## config.mk

```make
export PLATFORM = sky130hd
export DESIGN_NAME = audio_sequencer
export DESIGN_NICKNAME = d
export VERILOG_FILES = /design/src/rtl/audio_sequencer.sv
export SDC_FILE = /design/constraint.sdc
export NUM_CORES = 1
export LEC_CHECK = 0
export ABC_CLOCK_PERIOD_IN_PS = 3050
export BUFFER_PORTS_ARGS = -buffer_cell sky130_fd_sc_hd__buf_2
export CAP_MARGIN = 5
export CORE_MARGIN = 2
export CORE_UTILIZATION = 50
export DETAILED_ROUTE_END_ITERATION = 16
export PLACE_DENSITY = 0.7
export REMOVE_ABC_BUFFERS = 1
export SYNTH_ARGS = -nofsm -noshare
export SYNTH_HDL_FRONTEND = slang
export SYNTH_SLANG_ARGS = --single-unit
```

## constraint.sdc

```tcl
create_clock -name clock -period 3.05 [get_ports clock]
set_input_delay 0.61 -clock clock [delete_from_list [all_inputs] [get_ports clock]]
set_output_delay 0.61 -clock clock [all_outputs]
set_load 0.02 [all_outputs]
```

## src/rtl/audio_sequencer.sv

```systemverilog
// rtl/audio_sequencer.sv - sequence RAM plus tone/gap playback and live-button control of the tone generator
module audio_sequencer #(
  parameter int SEQ_DEPTH   = 32,
  parameter int IDX_W       = 5,
  parameter int TONE_CYCLES = 25000000,
  parameter int GAP_CYCLES  = 12500000,
  parameter int CNT_W       = 25
) (
  input  logic             clock,
  input  logic             reset_n,
  input  logic             seq_wr_en,
  input  logic [IDX_W-1:0] seq_wr_addr,
  input  logic [1:0]       seq_wr_color,
  input  logic [IDX_W:0]   seq_len,
  input  logic             start,
  input  logic             abort,
  input  logic             btn_down,
  input  logic [1:0]       btn_color,
  output logic             play_audio,
  output logic [1:0]       color,
  output logic             on_off,
  output logic             busy,
  output logic             done,
  output logic [IDX_W-1:0] cur_index
);

  typedef enum logic [1:0] {
    S_IDLE,
    S_TONE,
    S_GAP,
    S_MANUAL
  } state_t;

  localparam logic [CNT_W-1:0] TONE_LAST = CNT_W'(TONE_CYCLES - 1);
  localparam logic [CNT_W-1:0] GAP_LAST  = CNT_W'(GAP_CYCLES - 1);
  localparam logic [IDX_W:0]   DEPTH_LEN = (IDX_W+1)'(SEQ_DEPTH);

  logic [1:0] ram [SEQ_DEPTH];

  state_t           state, state_n;
  logic [CNT_W-1:0] timer, timer_n;
  logic [IDX_W-1:0] idx_n;
  logic [IDX_W:0]   len, len_n;
  logic             btn_prev;
  logic             abort_pend, abort_pend_n;
  logic             play_n, on_off_n, busy_n, done_n;
  logic [1:0]       color_n;
  logic [IDX_W:0]   idx_inc;
  logic             btn_rise;

  // Sequence RAM: no reset, writable at any time, read asynchronously at tone start.
  always_ff @(posedge clock) begin
    if (seq_wr_en) begin
      ram[seq_wr_addr] <= seq_wr_color;
    end
  end

  assign idx_inc  = {1'b0, cur_index} + (IDX_W+1)'(1);
  assign btn_rise = btn_down & ~btn_prev;

  always_ff @(posedge clock) begin
    // Tracked through reset too, so a button held across reset needs a fresh press.
    btn_prev <= btn_down;
    if (!reset_n) begin
      state      <= S_IDLE;
      timer      <= '0;
      len        <= '0;
      abort_pend <= 1'b0;
      play_audio <= 1'b0;
      color      <= 2'd0;
      on_off     <= 1'b0;
      busy       <= 1'b0;
      done       <= 1'b0;
      cur_index  <= '0;
    end else begin
      state      <= state_n;
      timer      <= timer_n;
      len        <= len_n;
      abort_pend <= abort_pend_n;
      play_audio <= play_n;
      color      <= color_n;
      on_off     <= on_off_n;
      busy       <= busy_n;
      done       <= done_n;
      cur_index  <= idx_n;
    end
  end

  always_comb begin
    state_n      = state;
    timer_n      = timer;
    idx_n        = cur_index;
    len_n        = len;
    abort_pend_n = 1'b0;
    play_n       = 1'b0;
    color_n      = color;
    on_off_n     = on_off;
    busy_n       = busy;
    done_n       = 1'b0;

    if (state != S_IDLE && (abort || abort_pend)) begin
      // An abort landing on a strobe cycle is held one cycle so strobes never abut.
      if (play_audio) begin
        abort_pend_n = 1'b1;
      end else begin
        state_n  = S_IDLE;
        timer_n  = '0;
        play_n   = 1'b1;
        on_off_n = 1'b0;
        busy_n   = 1'b0;
      end
    end else begin
      case (state)
        S_IDLE: begin
          if (start) begin
            if (seq_len != '0) begin
              len_n    = (seq_len > DEPTH_LEN) ? DEPTH_LEN : seq_len;
              idx_n    = '0;
              timer_n  = '0;
              state_n  = S_TONE;
              play_n   = 1'b1;
              color_n  = ram[0];
              on_off_n = 1'b1;
              busy_n   = 1'b1;
            end else begin
              done_n = 1'b1;
            end
          end else if (btn_rise) begin
            state_n  = S_MANUAL;
            play_n   = 1'b1;
            color_n  = btn_color;
            on_off_n = 1'b1;
          end
        end

        S_TONE: begin
          if (timer == TONE_LAST) begin
            state_n  = S_GAP;
            timer_n  = '0;
            play_n   = 1'b1;
            on_off_n = 1'b0;
          end else begin
            timer_n = timer + CNT_W'(1);
          end
        end

        S_GAP: begin
          if (timer == GAP_LAST) begin
            timer_n = '0;
            if (idx_inc < len) begin
              idx_n    = idx_inc[IDX_W-1:0];
              state_n  = S_TONE;
              play_n   = 1'b1;
              color_n  = ram[idx_inc[IDX_W-1:0]];
              on_off_n = 1'b1;
            end else begin
              state_n = S_IDLE;
              done_n  = 1'b1;
              busy_n  = 1'b0;
            end
          end else begin
            timer_n = timer + CNT_W'(1);
          end
        end

        S_MANUAL: begin
          // Release right after the press strobe is taken a cycle later.
          if (!btn_down && !play_audio) begin
            state_n  = S_IDLE;
            play_n   = 1'b1;
            on_off_n = 1'b0;
          end
        end

        default: begin
          state_n = S_IDLE;
        end
      endcase
    end
  end

endmodule

```

# Yosys cells after proc, flatten, opt, wreduce, memory -nomap -nowiden
# Memory sizes are Yosys's and may differ from the RTL's.
# Cells that the tools add are included.
# op_classes
n_lt_le_gt_ge	2
n_eq_ne	21
add_sub_neg	2
n_reduce_logical	20
bitwise_logic	4
mux	62
# op_table
operator	n
two-way mux 25 bit	6
one-hot mux 25 bit (3 select lines)	1
two-way mux 1 bit	30
inequality test 3 bit, second input constant	9
two-way mux 2 bit	13
adder 25 x 1 -> 25 bit, second input constant	1
== test 25 x 24 -> 1 bit, second input constant	1
== test 25 bit, second input constant	1
AND reduction 6 bit	4
two-way mux 5 bit	4
inequality test 2 bit, second input constant	5
one-hot mux 5 bit (2 select lines)	1
inequality test 4 bit, second input constant	2
one-hot mux 1 bit (4 select lines)	2
one-hot mux 2 bit (4 select lines)	1
AND reduction 4 bit	2
AND reduction 7 bit	1
adder 5 x 1 -> 6 bit, second input constant	1
greater-than comparator 6 bit, second input constant	1
less-than comparator 6 bit	1
two-way mux 6 bit	1
nonzero test 6 bit	1
== test 2 bit, second input constant	2
one-hot mux 1 bit (2 select lines)	2
13 further kinds	18
# totals
mem_count	1
out_inout_bits	11
inputBits	21
mem_bits_rw	64
elab_cells	123
regBits	46
# mem_list
memory	depth	width	read_ports	rd_clocked_by_memory_dff	wr	line	rtl
ram	32	2	2	0	1	38	logic [1:0] ram [SEQ_DEPTH];

# Longest topological paths before layout
# Gate-level depths: netlist of run 1.
# logic_depth
depth_word	6
depth_mapped	12
mapped_depth_nobuf	11

# Least setup slack after synthesis of run 1
# Ideal clock, no wire load.
# synth_timing
kind	register to register
start	reg cur_index[0]
end	reg color[0]
path_slack_ps	-173
required_ps	2976
setup_ps	74
period_less_slack_ps	3223
arrival_ps	3148
stages_incl_launch_ff	13
path_buffers	1
path_cell_list	dfxtp_1 -> ha_1 -> clkbuf_1 -> and3_1 -> xnor2_1 -> inv_1 -> ha_1 -> a21o_1 -> a21oi_1 -> o21ai_1 -> o21a_4 -> or4b_1 -> a31oi_1
# synth_between
elab_chain_cells	5
word_cells_on_any_way	8
# synth_lines
item	line	rtl
start, declared	24	output logic [IDX_W-1:0] cur_index
start signal, assigned	85	cur_index <= idx_n;
adder 5 x 1 -> 6 bit (*)	58	assign idx_inc = {1'b0, cur_index} + (IDX_W+1)'(1);
memory read (32 x 2 bit)	--	
two-way mux 2 bit	150	if (idx_inc < len) begin
two-way mux 2 bit	148	if (timer == GAP_LAST) begin
one-hot mux 2 bit (2 select lines)	113	case (state)
end signal, assigned	81	color <= color_n;
end, declared	20	output logic [1:0] color,
# Every way passes the cells marked *; elsewhere a longest branch is shown, timed or not. The select of a mux whose other input is x is not followed.
# A chain may end at the register's enable or synchronous reset.

# Worst setup path in the final report of run 1
# layout_timing
start	reg cur_index[1]
end	reg color[0]
# The elaborated chain is that of the path after synthesis.

==> impl_metrics.py, run 1 <==
metrics = {
    "power": {
        "ir_drop_uv": 328.2,
        "powerDensity_nw_per_um2": 547.9,
        "p_total_uw": 3265,
        "leakage_uw": 0.001967,
    },
    "worst_setup_path": {
        "reg2reg_from": "cur_index[1]",
        "crit_type": "flip-flop to flip-flop",
        "critPathRequiredTime_ns": 3.35,
        "rr_worst_depth": 11,
        "crit_end": "color[0]",
        "r2r_end": "color[0]",
        "arrival_ns": 3.03,
        "startpoint_type": "flip-flop",
        "crit_path_end_kind": "flip-flop",
        "cp_max_fo": 6,
        "startpoint": "cur_index[1]",
        "r2r_setup_slack_ns": 0.32,
    },
    "clocking": {
        "worstSkewPairLatency_ns": 0.37,
        "cts.sinks": 110,
        "cts_resized": 0,
        "cts-htree-levels": 3,
        "cts_setup_buffers": 0,
        "cts_tree": "yes",
        "cts_made_buffers": 9,
        "cts-root-buf": "clkbuf_8",
        "clk_pin_slew_ns": 0.11,
        "clk_path_buf_depth": 2,
        "cts_hold_buffers": 0,
    },
    "logic_synthesis": {
        "synth_top_family_by_area": "simple AND/OR/NAND/NOR gates",
        "muxShareOfSynthArea_pct": 9.031,
        "yosysWarnings": 0,
        "synth_fa_ha_area_share_pct": 2.808,
        "synthFlopType": "edfxtp_1",
        "synth_compound_area_share_pct": 9.008,
        "yosysSeqAreaShare_pct": 53.16,
        "syn_inst": 490,
        "synth_area_leaders": "edfxtp_1 (36%), dfxtp_1 (17%), mux4_2 (6.7%), nor2_1 (4.8%), nand2_1 (3.0%)",
        "synth_edf_count": 64,
        "synth_top_cell_by_area": "edfxtp_1",
        "synth_cell_type_count": 56,
        "yosysTopAreaCellShare_pct": 35.94,
        "ys_ff_latch": 110,
        "syn-cell-area_um2": 5348,
        "synthSimpleGateAreaFrac_pct": 20.19,
        "synthArstFlopShare_pct": 0,
        "synth-xor-area-share_pct": 3.252,
        "syn_area_per_cell_um2": 10.91,
    },
    "sta": {
        "rsz0062_at_grt": "no",
        "worstMarginPinSlew_ns": 0.9559,
        "fmax_mhz": 365.7,
        "fin_skew_ns": 0.01253,
        "setup_viol": 0,
        "drv_slew": 0,
        "setup_slack_ns": 0.3155,
        "period_minus_slack_ns": 2.735,
        "slew_headroom_pct": 35.89,
        "final_hold_viol_count": 0,
        "period_share_pct": 89.66,
    },
    "die": {
        "dieArea_um2": 11540,
        "ios": 32,
        "start_util_pct": 51.57,
        "chipWidth_um": 107.4,
        "core_area_um2": 10370,
        "die_y_um": 107.4,
        "num_rows": 37,
    },
    "layout": {
        "diodes": 0,
        "fin_nets": 567,
        "synthToLayoutAreaGrowth_pct": 11.44,
        "stdcell_count": 675,
        "final_util_pct": 57.47,
        "postLayoutCellArea_um2": 5959,
        "drive_gt1_share_pct": 17.44,
        "mostFrequentLayoutCell": "nor2_1",
        "final_cell_mix": "nor2_1 (68), edfxtp_1 (64), dfxtp_1 (46), nand2_1 (43), buf_2 (31)",
    },
    "drt": {
        "viasPerCell": 5.782,
        "routedWlPerCell_um": 16.12,
        "wl_um": 10880,
        "drc": 0,
        "drtAntennaViolNets": 0,
        "first_pass_iters": 4,
        "num_vias": 3903,
        "first_iter_violations": 280,
    },
    "place": {
        "place.gp.congestion": 0.8903,
        "dpl.hpwl_um": 7609,
        "post-place-ws_ns": 0.3673,
        "dpl_cell_area_um2": 5754,
        "portBuffers": 31,
        "dpl.cell_count": 659,
    },
    "flow_run": {
        "max-cap-violations": 0,
    },
    "global_route": {
        "grt_pass1_wl_um": 18540,
        "globalRoute.totalOverflow": 0,
        "grt_max_degree": 33,
        "grt_use_total_pct": 20.58,
        "antenna_found_initial": 0,
        "grt_pass1_vias": 3858,
    },
    "min_path": {
        "worstHoldPathCells": 1,
        "hold_path.class": "input port to flip-flop",
    },
    "run_status": {
        "status": "finished, final reports clean",
    },
}
-- registers in the layout (all words and copies together) (netlist names) --
register / count
ram: 64
busy: 1
done: 1
play_audio: 1
abort_pend: 1
cur_index: 5
len: 6
color: 2
timer: 25
state: 2
on_off: 1
btn_prev: 1
-- worst min-delay path by stage --
stage / from / to / slack (ns)
detailed placement: len[0] / len[0] / 0.46
finish: btn_down / btn_prev / 0.39
global route: btn_down / btn_prev / 0.37
global placement: len[4] / len[4] / 0.45
floorplan: len[1] / len[1] / 0.43
CTS: btn_down / btn_prev / 0.37
-- Yosys cell counts (12+ instances only) --
master,instances
nor2_1,68
edfxtp_1,64
dfxtp_1,46
nand2_1,43
a21oi_1,22
nand3_1,20
inv_1,18
clkbuf_1,17
mux4_2,16
o21ai_0,15
ha_1,12
-- report_power, final --
part	internal (uW)	leakage, uW	switching (uW)
Combinational	240	0.000916	445
Sequential	1630	0.000949	51.0
Clock	394	0.000101	505
Total	2260	0.00197	1000
-- metal layers --
metal,track usage (%),vias to the layer above,wire [um]
li1,-,1916,-
met1,27.25,1866,4935
met2,33.73,104,5315
met3,3.571,17,463
met4,8.333,0,170
met5,0,-,0
-- cell type report --
cell class | instances | area (um^2)
clock inverter | 6 | 77.57
sequential | 110 | 2843
clock buffer | 10 | 127.6
timing repair buffer | 51 | 305.3
multi-input combinational | 344 | 2369
fill | 881 | 4410
tap | 136 | 170.2
inverter | 18 | 67.56
-- metrics by stage --
step                      setup TNS (ns)  hold WS [ns]
after floorplan                   -3.536        0.4319
after global placement                 0        0.4519
after detailed placement               0        0.4630
after CTS                              0        0.3729
after global routing                   0        0.3739
final                                  0        0.3894
-- cell families (layout without fill, tap and decap cells) --
logic type,count (synthesis),in the layout
compound gates,74,74
buf+inv,36,85
flops,110,110
simple gates,211,211
xor+xnor,19,19
mux,28,28
fa+ha+maj,12,12
-- critical path, cell delays in order (launching register included) --
cell and delay, ns:
dfxtp_1 0.37, ha_1 0.20, and3_1 0.19, xnor2_1 0.19, inv_1 0.11, ha_1 0.30, a21o_1 0.16, a21oi_1 0.12
o21ai_1 0.11, o21a_4 0.25, or4b_1 0.51, a31oi_1 0.16
No activity file was read; power rests on OpenSTA's default activity.
==> inputs of run 2 (changes only) <==
- CORE_MARGIN: 2 -> default
==> impl_metrics.py, run 2 (synthesis results as in run 1) <==
metrics = {
    "place": {
        "place.gp.congestion": 0.8730,
        "dpl.cell_count": 660,
        "dpl_cell_area_um2": 5762,
        "post-place-ws_ns": 0.3358,
        "dpl.hpwl_um": 8084,
        "portBuffers": 31,
    },
    "clocking": {
        "worstSkewPairLatency_ns": 0.40,
        "clk_path_buf_depth": 2,
        "cts_setup_buffers": 0,
        "cts_tree": "yes",
        "cts-root-buf": "clkbuf_8",
        "cts_hold_buffers": 0,
        "cts-htree-levels": 3,
        "clk_pin_slew_ns": 0.12,
        "cts_resized": 0,
        "cts_made_buffers": 9,
        "cts.sinks": 110,
    },
    "worst_setup_path": {
        "arrival_ns": 3.09,
        "reg2reg_from": "cur_index[1]",
        "startpoint": "cur_index[1]",
        "startpoint_type": "flip-flop",
        "cp_max_fo": 6,
        "crit_path_end_kind": "flip-flop",
        "r2r_end": "color[0]",
        "critPathRequiredTime_ns": 3.38,
        "r2r_setup_slack_ns": 0.29,
        "rr_worst_depth": 11,
        "crit_type": "flip-flop to flip-flop",
    },
    "drt": {
        "drc": 0,
        "first_iter_violations": 213,
        "routedWlPerCell_um": 17.22,
        "wl_um": 11640,
        "drtAntennaViolNets": 0,
        "viasPerCell": 5.870,
        "num_vias": 3968,
        "first_pass_iters": 5,
    },
    "layout": {
        "drive_gt1_share_pct": 17.59,
        "reg.largest.list": "ram (64), timer (25), len (6)",
        "fin_nets": 568,
        "stdcell_count": 676,
        "postLayoutCellArea_um2": 5949,
        "seqCellArea_um2": 2843,
        "top_register": "ram",
        "fillers": 871,
        "diodes": 0,
        "synthToLayoutAreaGrowth_pct": 11.25,
        "multi_input_area_um2": 2369,
        "mostFrequentLayoutCell": "nor2_1",
        "largest_register_ffs": 64,
        "final_cell_mix": "nor2_1 (68), edfxtp_1 (64), dfxtp_1 (46), nand2_1 (43), buf_2 (31)",
        "final_util_pct": 57.63,
    },
    "min_path": {
        "holdPathEnd": "btn_prev",
        "hold_start": "btn_down",
        "hold_path.class": "input port to flip-flop",
        "worstHoldPathCells": 1,
    },
    "sta": {
        "slew_headroom_pct": 30.66,
        "setup_viol": 0,
        "rsz0062_at_grt": "no",
        "hold_ws_ns": 0.3791,
        "fmax_mhz": 362.4,
        "setup_slack_ns": 0.2903,
        "period_minus_slack_ns": 2.760,
        "period_share_pct": 90.48,
        "worstMarginPinSlew_ns": 1.034,
        "drv_slew": 0,
        "fin_skew_ns": 0.01586,
        "final_hold_viol_count": 0,
    },
    "global_route": {
        "grt_use_total_pct": 22.31,
        "grt_pass1_wl_um": 19150,
        "grt_max_degree": 33,
        "globalRoute.totalOverflow": 0,
        "grt_pass1_vias": 3967,
        "antenna_found_initial": 0,
    },
    "die": {
        "chipWidth_um": 105.4,
        "ios": 32,
        "start_util_pct": 51.80,
        "core_area_um2": 10320,
        "num_rows": 37,
        "dieArea_um2": 11110,
        "die_y_um": 105.4,
    },
    "power": {
        "powerDensity_nw_per_um2": 543.7,
        "leakage_uw": 0.001959,
        "ir_drop_uv": 408.5,
    },
    "run_status": {
        "status": "finished, final reports clean",
    },
    "flow_run": {
        "max-cap-violations": 0,
    },
}
==> run 2: where the power goes <==
part,switching (uW),internal [uW]
sequential,52.9,1630
combinational,447,251
clock,540,313
==> run 2: critical path, stage by stage, from the launching register on <==
cell and delay (ns):
dfxtp_1 0.37, ha_1 0.20, and3_1 0.19, xnor2_1 0.18, inv_1 0.11, ha_1 0.30
a21o_1 0.16, a21oi_1 0.13, o21ai_1 0.12, o21a_4 0.25, or4b_1 0.51, a31oi_1 0.17
==> run 2: final cells by class <==
type / count / area share (%)
clock buffer: 9 / 2.082
timing repair buffer: 52 / 5.258
clock inverter: 7 / 1.073
tap: 136 / 2.860
multi-input combinational: 344 / 39.81
inverter: 18 / 1.136
sequential: 110 / 47.78
==> run 2: worst max-delay path by stage <==
stage,end,slack [ns]
after floorplan,color[0],-0.65
after global placement,color[0],0.41
after detailed placement,color[0],0.34
after CTS,color[0],0.28
after global routing,color[0],0.11
final,color[0],0.29
==> run 2: metal layers <==
layer | track usage [%] | vias to the layer above | share of wire, %
met3 | 5.628 | 19 | 6.3
met4 | 8.249 | 0 | 1.8
met2 | 37.41 | 135 | 50
met5 | 0 | - | 0
met1 | 27.85 | 1899 | 42
li1 | - | 1915 | -
==> run 2: per-stage QoR <==
step	setup TNS [ns]	total power, uW
finish	0	3235
CTS	0	3251
global placement	0	2388
floorplan	-3.536	2151
global route	0	3397
detailed placement	0	2401
==> inputs of run 3 (changes only) <==
- CORE_ASPECT_RATIO: default -> 0.75
- CTS_CLUSTER_DIAMETER: default -> 50
==> impl_metrics.py, run 3 (synthesis results as in run 1) <==
metrics = {
    "run_status": {
        "status": "finished, final reports clean",
    },
    "clocking": {
        "cts_setup_buffers": 0,
        "cts_made_buffers": 9,
        "cts-htree-levels": 3,
        "clk_pin_slew_ns": 0.07,
        "cts.sinks": 110,
        "worstSkewPairLatency_ns": 0.35,
        "clk_path_buf_depth": 2,
        "cts-root-buf": "clkbuf_16",
        "cts_tree": "yes",
        "cts_hold_buffers": 0,
        "cts_resized": 0,
    },
    "power": {
        "p_clk_share_pct": 32.0,
        "pwr-share-comb_pct": 20.1,
        "leakage_uw": 0.002015,
        "powerDensity_nw_per_um2": 579.9,
        "switching_power_uw": 1063,
        "ir_drop_uv": 304.1,
        "p_total_uw": 3518,
        "internal_power_uw": 2454,
        "swShare_pct": 30.23,
        "seqPwrFrac_pct": 47.9,
    },
    "place": {
        "dpl.hpwl_um": 8342,
        "dpl_cell_area_um2": 5777,
        "place.gp.congestion": 0.8684,
        "portBuffers": 31,
        "dpl.cell_count": 662,
        "post-place-ws_ns": 0.2982,
    },
    "layout": {
        "postLayoutCellArea_um2": 6066,
        "drive_gt1_share_pct": 18.08,
        "fin_nets": 570,
        "reg.largest.list": "ram (64), timer (25), len (6)",
        "fillers": 880,
        "synthToLayoutAreaGrowth_pct": 13.43,
        "top_register": "ram",
        "final_cell_mix": "nor2_1 (68), edfxtp_1 (64), dfxtp_1 (46), nand2_1 (43), buf_2 (31)",
        "mostFrequentLayoutCell": "nor2_1",
        "diodes": 0,
        "largest_register_ffs": 64,
        "final_util_pct": 58.72,
        "stdcell_count": 678,
    },
    "drt": {
        "drtAntennaViolNets": 0,
        "viasPerCell": 5.919,
        "first_pass_iters": 5,
        "drc": 0,
        "wl_um": 11920,
        "routedWlPerCell_um": 17.58,
        "first_iter_violations": 422,
        "num_vias": 4013,
    },
    "global_route": {
        "antenna_found_initial": 0,
        "grt_pass1_vias": 3887,
        "grt_use_total_pct": 23.03,
        "grt_max_degree": 33,
        "grt_pass1_wl_um": 19680,
        "globalRoute.totalOverflow": 0,
    },
    "min_path": {
        "hold_start": "btn_down",
        "holdPathEnd": "btn_prev",
        "worstHoldPathCells": 1,
        "hold_path.class": "input port to flip-flop",
    },
    "worst_setup_path": {
        "crit_type": "flip-flop to flip-flop",
        "crit_family": "compound AO/OA/AOI/OAI gates",
        "startpoint": "cur_index[1]",
        "reg2reg_from": "cur_index[1]",
        "critPathRequiredTime_ns": 3.32,
        "crit_path_end_kind": "flip-flop",
        "cp_common_cell": "ha_1",
        "arrival_ns": 3.11,
        "path_cells": "ha_1, and3_1, xnor2_2, inv_1, ha_1, a21o_1, a21oi_1, o21ai_1, o21a_4, or4b_1, a31oi_1",
        "startpoint_type": "flip-flop",
        "r2r_end": "color[0]",
        "cpPeakStageDelay_ns": 0.53,
        "slowest_stage": "or4b_1",
        "rr_worst_depth": 11,
        "r2r_setup_slack_ns": 0.21,
        "worst-path-buf-inv": 1,
        "cp_max_fo": 6,
    },
    "die": {
        "ios": 32,
        "die_y_um": 91.56,
        "chipWidth_um": 121.4,
        "num_rows": 32,
        "dieArea_um2": 11120,
        "core_area_um2": 10330,
        "start_util_pct": 51.77,
    },
    "sta": {
        "period_share_pct": 93.06,
        "final_hold_viol_count": 0,
        "slew_headroom_pct": 34.64,
        "fin_skew_ns": 0.005790,
        "setup_slack_ns": 0.2115,
        "fmax_mhz": 352.3,
        "period_minus_slack_ns": 2.838,
        "drv_slew": 0,
        "worstMarginPinSlew_ns": 0.9745,
        "setup_viol": 0,
    },
    "flow_run": {
        "max-cap-violations": 0,
    },
}
[run 3: worst max path at each step]
stage | endpoint | slack, ns | cells past startpoint
finish | color[0] | 0.21 | 11
global route | color[0] | -0.02 | 11
global placement | timer[21] | 0.35 | 8
floorplan | color[0] | -0.65 | 11
CTS | color[0] | 0.21 | 11
detailed placement | color[0] | 0.30 | 11
[run 3: worst reg2reg max path: cells and delay by family, from the launching register on]
family,cells,cell delay [ns]
fa+ha+maj,2,0.51
buf+inv,1,0.10
flops,1,0.42
simple gates,2,0.73
xor+xnor,1,0.13
compound gates,5,0.88
[run 3: power groups by stage]
stage          sequential [uW]  clock, uW  combinational (uW)
6_report                  1680       1130                 709
5_1_grt                   1690       1200                 787
4_1_cts                   1680       1140                 704
3_5_place_dp              1720          0                 698
3_3_place_gp              1710          0                 686
2_1_floorplan             1740          0                 411
[run 3: final cells by class]
class	instances	area (um^2)	area share, %
clock buffers	10	229.0	3.775
clock inverters	6	52.55	0.8663
inverters	18	67.56	1.114
multi-input cells	344	2376	39.17
flip-flops and latches	110	2843	46.86
well taps	136	170.2	2.805
repair buffers	54	327.8	5.404
[run 3: stage by stage]
stage / hold WS [ns] / TNS, ns
after global routing: 0.4230 / -0.01603
final: 0.4372 / 0
after detailed placement: 0.4574 / 0
after CTS: 0.4155 / 0
after floorplan: 0.4319 / -3.536
after global placement: 0.4436 / 0
[run 3: metal layers]
metal / vias up / share of wire (%) / track usage, %
met5: - / 0 / 0
met4: 0 / 0.80 / 5.658
met3: 8 / 6.0 / 4.711
met2: 131 / 45 / 35.23
met1: 1945 / 48 / 33.33
li1: 1929 / - / -
